<file path="config.mk">
export PLATFORM = sky130hd
export DESIGN_NAME = alu_issue_arbiter
export DESIGN_NICKNAME = d
export VERILOG_FILES = /design/src/rtl/riscv_uop_pkg.sv /design/src/rtl/rr_arbiter.sv /design/src/rtl/alu_issue_arbiter.sv
export SDC_FILE = /design/constraint.sdc
export NUM_CORES = 1
export LEC_CHECK = 0
export BUFFER_PORTS_ARGS = -buffer_cell sky130_fd_sc_hd__buf_2
export CAP_MARGIN = 20
export CORE_UTILIZATION = 38
export CTS_BUF_LIST = sky130_fd_sc_hd__clkbuf_8
export DETAILED_ROUTE_END_ITERATION = 8
export PLACE_DENSITY = 0.79
export SYNTH_ARGS = -nofsm -noshare
export SYNTH_HDL_FRONTEND = slang
export SYNTH_SLANG_ARGS = --single-unit
</file>
<file path="constraint.sdc">
create_clock -name clk -period 4.55 [get_ports clk]
set_clock_uncertainty 0.1 [all_clocks]
set_input_delay 0.91 -clock clk [delete_from_list [all_inputs] [get_ports clk]]
set_output_delay 0.91 -clock clk [all_outputs]
set_load 0.1 [all_outputs]
</file>
<file path="src/rtl/riscv_uop_pkg.sv">
// riscv_uop_pkg
//   Shared micro-op definitions for the execute cluster.
//   uop_t             : decoded ALU micro-op carried from issue to execute.
//   ALU_ISSUE_MAX_REQ : largest requester count alu_issue_arbiter accepts.
package riscv_uop_pkg;

  typedef enum logic [3:0] {
    ALU_ADD  = 4'd0,
    ALU_SUB  = 4'd1,
    ALU_AND  = 4'd2,
    ALU_OR   = 4'd3,
    ALU_XOR  = 4'd4,
    ALU_SLL  = 4'd5,
    ALU_SRL  = 4'd6,
    ALU_SRA  = 4'd7,
    ALU_SLT  = 4'd8,
    ALU_SLTU = 4'd9
  } alu_op_e;

  typedef struct packed {
    alu_op_e     op;
    logic [4:0]  rd;
    logic [5:0]  rob_tag;
    logic        use_imm;
  } uop_t;

  localparam int ALU_ISSUE_MAX_REQ = 8;

endpackage

</file>
<file path="src/rtl/rr_arbiter.sv">
// rr_arbiter
//   Purely combinational round-robin priority selector.
//   req     : request vector, one bit per requester.
//   ptr     : index of the highest-priority requester this cycle.
//   gnt     : one-hot grant (zero when no request).
//   gnt_idx : binary index of the granted requester (0 when none).
//   any     : at least one request present.
//   Search runs ptr, ptr+1, ... with explicit wrap so N need not be a
//   power of two.
module rr_arbiter #(
  parameter int N = 2
) (
  input  logic [N-1:0]         req,
  input  logic [$clog2(N)-1:0] ptr,
  output logic [N-1:0]         gnt,
  output logic [$clog2(N)-1:0] gnt_idx,
  output logic                 any
);

  localparam int IW = $clog2(N);

  always_comb begin
    int             idx;
    logic [IW-1:0]  sel;
    gnt     = '0;
    gnt_idx = '0;
    any     = 1'b0;
    idx     = 0;
    sel     = '0;
    for (int i = 0; i < N; i++) begin
      idx = int'(ptr) + i;
      if (idx >= N) idx = idx - N;
      sel = IW'(idx);
      if (!any && req[sel]) begin
        any      = 1'b1;
        gnt[sel] = 1'b1;
        gnt_idx  = sel;
      end
    end
  end

endmodule

</file>
<file path="src/rtl/alu_issue_arbiter.sv">
// alu_issue_arbiter
//   Shares the single ALU execute stage between NUM_REQ issue requesters.
//   One requester wins per cycle (round-robin from rr_ptr) and its uop and
//   operands are registered into a one-entry slot feeding the ALU stage.
//   Ports:
//     clk, rst            : clock, asynchronous active-high reset
//     i_req_valid/uop/op1/op2 : per-requester offer
//     o_req_ready         : one-hot (or zero) consume strobe per requester
//     i_stall             : ALU stage not loading; slot frozen
//     i_flush             : empty the slot, no grant this cycle
//     o_valid/o_uop/o_op1/o_op2/o_grant_id : output slot contents
module alu_issue_arbiter
  import riscv_uop_pkg::*;
#(
  parameter int NUM_REQ = 2,
  parameter int XLEN    = 32
) (
  input  logic                               clk,
  input  logic                               rst,
  input  logic [NUM_REQ-1:0]                 i_req_valid,
  input  uop_t [NUM_REQ-1:0]                 i_req_uop,
  input  logic [NUM_REQ-1:0][XLEN-1:0]       i_req_op1,
  input  logic [NUM_REQ-1:0][XLEN-1:0]       i_req_op2,
  output logic [NUM_REQ-1:0]                 o_req_ready,
  input  logic                               i_stall,
  input  logic                               i_flush,
  output logic                               o_valid,
  output uop_t                               o_uop,
  output logic [XLEN-1:0]                    o_op1,
  output logic [XLEN-1:0]                    o_op2,
  output logic [$clog2(NUM_REQ)-1:0]         o_grant_id
);

  localparam int IDW = $clog2(NUM_REQ);

  if (NUM_REQ < 2 || NUM_REQ > ALU_ISSUE_MAX_REQ) begin : g_bad_num_req
    $error("alu_issue_arbiter: NUM_REQ must be in 2..%0d", ALU_ISSUE_MAX_REQ);
  end

  function automatic logic [IDW-1:0] ptr_inc(input logic [IDW-1:0] p);
    if (p == IDW'(NUM_REQ - 1)) return '0;
    return p + 1'b1;
  endfunction

  logic [IDW-1:0]     rr_ptr;
  logic [NUM_REQ-1:0] cand_oh;
  logic [IDW-1:0]     cand_idx;
  logic               cand_any;
  logic               issue_ok;
  logic               hs_p0;

  logic               vld_p1;
  uop_t               uop_p1;
  logic [XLEN-1:0]    op1_p1;
  logic [XLEN-1:0]    op2_p1;
  logic [IDW-1:0]     id_p1;

  // ---- stage p0: arbitration and handshake ----
  rr_arbiter #(.N(NUM_REQ)) u_rr (
    .req     (i_req_valid),
    .ptr     (rr_ptr),
    .gnt     (cand_oh),
    .gnt_idx (cand_idx),
    .any     (cand_any)
  );

  // rst is included so no offer is consumed while the block is held in reset.
  assign issue_ok    = !i_stall && !i_flush && !rst;
  assign o_req_ready = issue_ok ? cand_oh : '0;
  assign hs_p0       = issue_ok && cand_any;

  always_ff @(posedge clk or posedge rst) begin
    if (rst) begin
      rr_ptr <= '0;
    end else if (hs_p0) begin
      rr_ptr <= ptr_inc(cand_idx);
    end
  end

  // ---- stage p1: output slot ----
  always_ff @(posedge clk or posedge rst) begin
    if (rst) begin
      vld_p1 <= 1'b0;
      uop_p1 <= '0;
      op1_p1 <= '0;
      op2_p1 <= '0;
      id_p1  <= '0;
    end else if (i_flush) begin
      vld_p1 <= 1'b0;
    end else if (!i_stall) begin
      // The slot drains every unstalled cycle; it refills only on a handshake.
      vld_p1 <= hs_p0;
      if (hs_p0) begin
        uop_p1 <= i_req_uop[cand_idx];
        op1_p1 <= i_req_op1[cand_idx];
        op2_p1 <= i_req_op2[cand_idx];
        id_p1  <= cand_idx;
      end
    end
  end

  assign o_valid    = vld_p1;
  assign o_uop      = uop_p1;
  assign o_op1      = op1_p1;
  assign o_op2      = op2_p1;
  assign o_grant_id = id_p1;

endmodule

</file>
---- After elaboration in Yosys (flattened, before gate mapping) ----
Index checks and enable logic that the tools add are counted.
word-level totals
  bits in registers ....................... 83
  input port bits ......................... 166
  output and inout bits ................... 84
  word-level logic and storage cells ...... 64
cells by class
  $add $sub $neg .......................... 4
  $lt $le $gt $ge ......................... 7
  equality and inequality tests ........... 1
  mux-type cells .......................... 29
  bitwise logic cells ..................... 3
  reductions and logical operators ........ 11
operators with widths
  kind                                                                                  number
  32-bit 2-to-1 mux                                                                     4
  16-bit 2-to-1 mux                                                                     2
  1-bit 2-to-1 mux                                                                      18
  1-bit logical AND                                                                     6
  1-bit by 2-bit less-than comparator with 1-bit output (second input constant)         3
  2-bit 2-to-1 mux                                                                      3
  1-bit logical NOT                                                                     4
  3-bit AND reduction                                                                   1
  1-bit by 1-bit adder with 2-bit output (second input constant)                        1
  1-bit demux with 1-bit select                                                         2
  1-bit greater-or-equal comparator (second input constant)                             2
  1-bit by 2-bit greater-or-equal comparator with 1-bit output (second input constant)  1
  2-bit greater-or-equal comparator (second input constant)                             1
  2-bit by 1-bit inequality test with 1-bit output (second input constant)              1
  1-bit NOT                                                                             2
  2-bit bitwise OR                                                                      1
  1-bit subtractor (second input constant)                                              2
  1-bit adder (second input constant)                                                   1

---- Depth between registers and ports, before layout ----
Gate-level depths: netlist (run 1).
  word-level depth ........................ 11
  gate-level depth with buffers ........... 5
  mapped depth without buffers ............ 3

---- Modules after synthesis ----
From an unflattened synthesis (run 1), not the netlist that was laid out.
unflattened totals
  cell total of the unflattened synthesis .. 276
  area total of the unflattened synthesis .. 4445.5 um2
modules (own cells, without submodules)
  module             times used  cells each  area each (um2)  sequential area each (um2)
  alu_issue_arbiter  1           271         4413.0           2077.0
  rr_arbiter         1           5           32.5             0.0

---- Worst setup path before layout (run 1) ----
No wires, ideal clock.
  path kind ............................... input to output
  start point ............................. input port i_req_valid[0]
  end point ............................... output port o_req_ready[0]
  arrival time ............................ 2.095 ns
  data required time ...................... 3.540 ns
  setup slack ............................. 1.445 ns
  stages .................................. 3
  buffers on the path ..................... 1
  cells stage by stage .................... a21boi_2 -> buf_2 -> and2_1
between the ends
  longest elaborated chain between the ends .. 7
  elaborated cells on any way between the ends .. 11
  classes of those cells .................. mux: 8; bitwise: 1; reduce/logical: 2
ends and longest elaborated chain
  what                                                  RTL line                 RTL
  start: declaration                                    alu_issue_arbiter.sv:20  input logic [NUM_REQ-1:0] i_req_valid,
  1-bit 2-to-1 mux (implied by the code) (2 in series)  rr_arbiter.sv:34         if (!any && req[sel]) begin
  1-bit 2-to-1 mux                                      rr_arbiter.sv:34
  1-bit logical NOT                                     rr_arbiter.sv:34
  1-bit logical AND                                     rr_arbiter.sv:34
  2-bit 2-to-1 mux *                                    rr_arbiter.sv:34
  2-bit 2-to-1 mux *                                    alu_issue_arbiter.sv:69  assign o_req_ready = issue_ok ? cand_oh : '0;
  end: declaration                                      alu_issue_arbiter.sv:24  output logic [NUM_REQ-1:0] o_req_ready,
Every way passes the cells marked *; elsewhere a longest branch is shown, timed or not. The select of a mux whose other input is x is not followed.

---- Final worst setup path (run 1) ----
  start point ............................. input port i_flush
  end point ............................... output port o_req_ready[1]
between the ends
  longest elaborated chain between the ends .. 4
ends and longest elaborated chain
  what                             RTL line                 RTL
  start: declaration               alu_issue_arbiter.sv:26  input logic i_flush,
  1-bit logical NOT                alu_issue_arbiter.sv:68  assign issue_ok = !i_stall && !i_flush && !rst;
  1-bit logical AND (2 in series)  alu_issue_arbiter.sv:68
  2-bit 2-to-1 mux                 alu_issue_arbiter.sv:69
No other way between the ends.

==> metrics.txt, run 1 <==
run status=finished, final reports clean; Pins Over Slew Limit=0; sequential fraction of the synthesis area=55.5%; Slew headroom=37.1%; fmax=296 MHz; YS warnings=0; Core Region=9370 µm²; setup TNS=0 ns; Psw=1.74 mW; Detailed Route Iter0 Violations=148; RR Startpoint=rr_ptr; Avg Cell Area, Syn=12.8 µm²; # port buffers=249; initial antenna violation count=0; switch share=53.1%; Top delay family on crit path=buffers and inverters; Worst R2R End=o_op1[3]; most frequent CP cell=buf_2; commonest non-fill, non-tap cells in the layout=249 x buf_2, 83 x dfrtp_1, 69 x and3_1, 69 x a221o_1; WL/cell=16.6 µm; Reg power frac=30.2%; CTS tree=built; global-route wire length before repair=16,400 µm; synthesized net count=458; final setup vio count=0; crit path to=o_req_ready[1]; clk sink count=83; Detail Placement HPWL=7620 µm; commonest non-fill, non-tap cell in the layout=buf_2; CP max stage delay=0.46 ns; power per cell area=630 nW/µm²; #FFs+latches synth=83; die span in y=101 µm; Clock Tree Buf Depth=2; gpl congestion=0.734; final-stage net count=689; total power draw=3.28 mW; Critical Path RT=3.54 ns; antenna-violating nets left=0; LEAKAGE=2.94 nW; total CTS buffers=9; PostCTS Resize Cnt=0; Synth top area share=55.5%; Worst-path clk slew=0.08 ns; CP Max Fanout=41; Worst Setup Path Type=input pin to output port; die span in x=101 µm; Levels on crit path=5; RSZ-0062 raised after global routing=false; post-route minimum period=3.37 ns; Setup Buffers After CTS=0; max_cap viols=0; Slowest-stage cell, CP=buf_2; root buffer cell=clkbuf_8; largest net degree at the start of global routing=71; clock network fraction of total power=18.1%; Register-to-Register Path Depth=4; Worst Path Buf+Inv=3; # DRC=0; Boundary Pins=250; die area=10,300 µm²; vias per cell=5.42; number of diodes=0; Max VDD drop=0.000283 V; drt first pass iters=4; CTS Hold Bufs=0; Post-Synthesis Cells=292; Logic pwr share=51.8%; Post-Synthesis Cell Area=3740 µm²; Int Pwr=1.54 mW; Worst-Skew Late Latency=0.32 ns; row cnt=35; number of global-route vias before repair=3,422; Total Routing Usage GR=20.5%; ratio of cells with drive above 1 in the final layout=52.5%; Fin. Hold Viols=0; Startpoint Class=input pin; worst slew pin tran=0.940 ns; area leader, netlist=dfrtp_1; Worst setup EP type=output port; Vias=3,564; Worst Setup SP=i_flush; hold_ws=0.374 ns; final period utilization=74.1%; Arrival @ worst endpoint=2.36 ns; total grt overflow=0; H-tree levels=3; Area growth syn-to-layout=39.0%; reg-to-reg setup timing slack=2.34 ns; WL final=10,900 µm; Hold Path Class=flip-flop to flip-flop; Initial Utilization=40.0%; synth top area cells=dfrtp_1 55%, a221o_1 18%, and3_1 12%, buf_6 3.0%, a2bb2oi_1 2.6%; worst-path cell chain=buf_2 -> nor3_4 -> buf_4 -> nor3b_4 -> buf_2; synth unique cells=22
power by group through the flow:
stage                     logic (mW)  registers [mW]  clock network [mW]
final                           1.70           0.989               0.593
after global routing            1.75            1.01               0.649
after CTS                       1.70           0.988               0.610
after detailed placement        1.70           0.998                   0
after global placement          1.69           0.996                   0
after floorplan                0.228            2.16                   0
state kept, by name, summed over array words and instances, names as in the netlist:
signal      count
o_grant_id      1
o_op1          32
o_op2          32
o_uop          16
o_valid         1
rr_ptr          1
synth_stat cells (all sizes together):
master / number
a2bb2oi: 11
and2: 1
and2b: 1
nand2: 1
a21boi: 1
a221o: 69
buf: 22
nor3b: 1
dfrtp: 83
inv: 2
o32ai: 11
o21ai: 2
nor3: 1
and3: 69
o21a: 1
a21o: 2
a21bo: 1
clkbuf: 13
worst min-delay path by stage:
stage,start,end,cells past startpoint
detailed placement,o_grant_id,o_grant_id,1
global route,o_grant_id,o_grant_id,1
finish,o_grant_id,o_grant_id,1
global placement,o_grant_id,o_grant_id,1
CTS,o_grant_id,o_grant_id,1
floorplan,rr_ptr,rr_ptr,1
final cells by class:
| class | instances | area, µm² |
|---|---|---|
| inverter | 2 | 8.76 |
| sequential | 83 | 2080 |
| clock inverter | 5 | 76.3 |
| tap | 129 | 161 |
| clock buffer | 11 | 151 |
| timing repair buffer | 255 | 1290 |
| multi-input combinational | 172 | 1440 |
| fill | 843 | 4170 |
logic make-up (layout without fill, tap and decap cells):
kind of cell | count (synthesis) | after routing | synth area share, %
flip-flops | 83 | 83 | 55.5
AO/OA/AOI/OAI | 98 | 98 | 25.3
AND/OR/NAND/NOR | 74 | 74 | 12.8
buffers and inverters | 37 | 273 | 6.45
per-stage QoR:
step	util (%)	std cells	setup WS (ns)	cell area [µm²]
global placement	53.1	641	1.23	4980
detailed placement	53.1	641	1.21	4980
global route	55.6	657	1.12	5210
floorplan	-	292	1.40	3740
finish	55.6	657	1.18	5210
CTS	55.6	657	1.20	5210
per-layer routing:
layer	global-route usage [%]	part of all wire, %	vias up
met5	0	0	-
met4	6.58	1.5	0
met3	5.18	6.7	16
met2	34.6	50	179
met1	25.9	42	1721
li1	-	-	1648
No activity file was read; power rests on OpenSTA's default activity.
==> run 2: changes to the inputs <==
clock period = 3.55 ns   (was 4.55 ns; I/O delays follow)
==> metrics.txt, run 2 (same netlist as run 1, synthesis figures left out) <==
Vias=3,586; met2 Use GR=35.4%; Initial Utilization=40.0%; H-tree levels=3; setup TNS=0 ns; post-route minimum period=2.72 ns; total grt overflow=0; RSZ-0062 raised after global routing=false; power per cell area=786 nW/µm²; Core Region=9370 µm²; Slowest-stage cell, CP=buf_4; global-route wire length before repair=17,200 µm; final-stage net count=690; PostCTS Resize Cnt=0; Levels on crit path=5; CP max stage delay=0.36 ns; row cnt=35; Total Routing Usage GR=21.5%; Worst Setup Path Type=input pin to output port; switch share=55.1%; Worst setup EP type=output port; Logic pwr share=53.2%; Int Pwr=1.83 mW; antenna-violating nets left=0; CTS Hold Bufs=0; area of the multi-input gates=1440 µm²; Worst-path clk slew=0.08 ns; clock network fraction of total power=15.7%; ratio of cells with drive above 1 in the final layout=52.7%; Pins Over Slew Limit=0; gpl congestion=0.732; Worst Path Buf+Inv=3; Fin. Hold Viols=0; worst-path cell chain=buf_2 -> nor3_4 -> buf_4 -> nor3b_4 -> buf_12; Psw=2.25 mW; die span in y=101 µm; number of global-route vias before repair=3,530; run status=finished, final reports clean; Worst-Skew Late Latency=0.34 ns; commonest non-fill, non-tap cell in the layout=buf_2; Area growth syn-to-layout=38.9%; die area=10,300 µm²; Detail Placement HPWL=7800 µm; fmax=367 MHz; Slew headroom=49.8%; WL final=11,100 µm; Max VDD drop=0.000385 V; FILL cells=875; Startpoint Class=input pin; final period utilization=76.7%; commonest non-fill, non-tap cells in the layout=248 x buf_2, 83 x dfrtp_1, 69 x and3_1, 69 x a221o_1; total CTS buffers=9; max_cap viols=0; drt first pass iters=4; Register Area=2080 µm²; Detailed Route Iter0 Violations=134; total power draw=4.09 mW; Register-to-Register Path Depth=4; Setup Buffers After CTS=0; worst slew pin tran=0.753 ns; clk sink count=83; Reg power frac=31.1%; Boundary Pins=250; CTS tree=built; Top delay family on crit path=buffers and inverters; final setup vio count=0; Arrival @ worst endpoint=1.91 ns; WL/cell=16.8 µm; CP Max Fanout=43; hold_ws=0.391 ns; die span in x=101 µm; GR Util met1=26.8%; initial antenna violation count=0; root buffer cell=clkbuf_8; # port buffers=249; Clock Tree Buf Depth=2; # DRC=0; Hold Path Class=input pin to asynchronous set/reset pin; largest net degree at the start of global routing=71; vias per cell=5.45; global-route met3 utilization=4.97%; number of diodes=0; GRT busiest layer=met2; Critical Path RT=2.74 ns; LEAKAGE=2.93 nW
## run 2: routing by layer
layer	routed length (µm)	share of wire [%]	vias up
met3	752	6.8	23
met4	252	2.3	0
li1	-	-	1654
met2	5400	49	180
met1	4680	42	1729
met5	0	0	-
## run 2: path summary, 6_finish.rpt
path                       startpoint              to  slack, ns
hold / removal                    rst       o_op1[31]       0.39
hold reg to reg            o_grant_id      o_grant_id       0.39
max in group asynchronous         rst       o_op1[26]       2.28
setup / recovery              i_flush  o_req_ready[1]       0.83
min in group clk           o_grant_id      o_grant_id       0.39
setup reg to reg               rr_ptr       o_op2[12]       1.33
## run 2: final cells by class
class / count / share of cell area [%]
Clock inverter: 5 / 0.722
Tap cell: 129 / 3.10
Clock buffer: 11 / 2.91
Multi-Input combinational cell: 172 / 27.7
Timing Repair Buffer: 256 / 25.5
Inverter: 2 / 0.168
Sequential cell: 83 / 39.9
## run 2: power groups by stage
stage | sequential (mW) | combinational (mW) | clock (mW)
after floorplan | 2.77 | 0.293 | 0
after global placement | 1.28 | 2.16 | 0
after detailed placement | 1.28 | 2.18 | 0
after CTS | 1.27 | 2.18 | 0.665
after global routing | 1.30 | 2.24 | 0.704
final | 1.27 | 2.17 | 0.644
## run 2: per-stage QoR
| stage | instance area [µm²] | utilization [%] | cells | setup slack [ns] |
|---|---|---|---|---|
| 2_1_floorplan | 3740 | - | 292 | 0.603 |
| 6_report | 5200 | 55.5 | 658 | 0.828 |
| 4_1_cts | 5200 | 55.5 | 658 | 0.832 |
| 5_1_grt | 5200 | 55.5 | 658 | 0.745 |
| 3_3_place_gp | 5010 | 53.5 | 642 | 0.808 |
| 3_5_place_dp | 5010 | 53.5 | 642 | 0.749 |
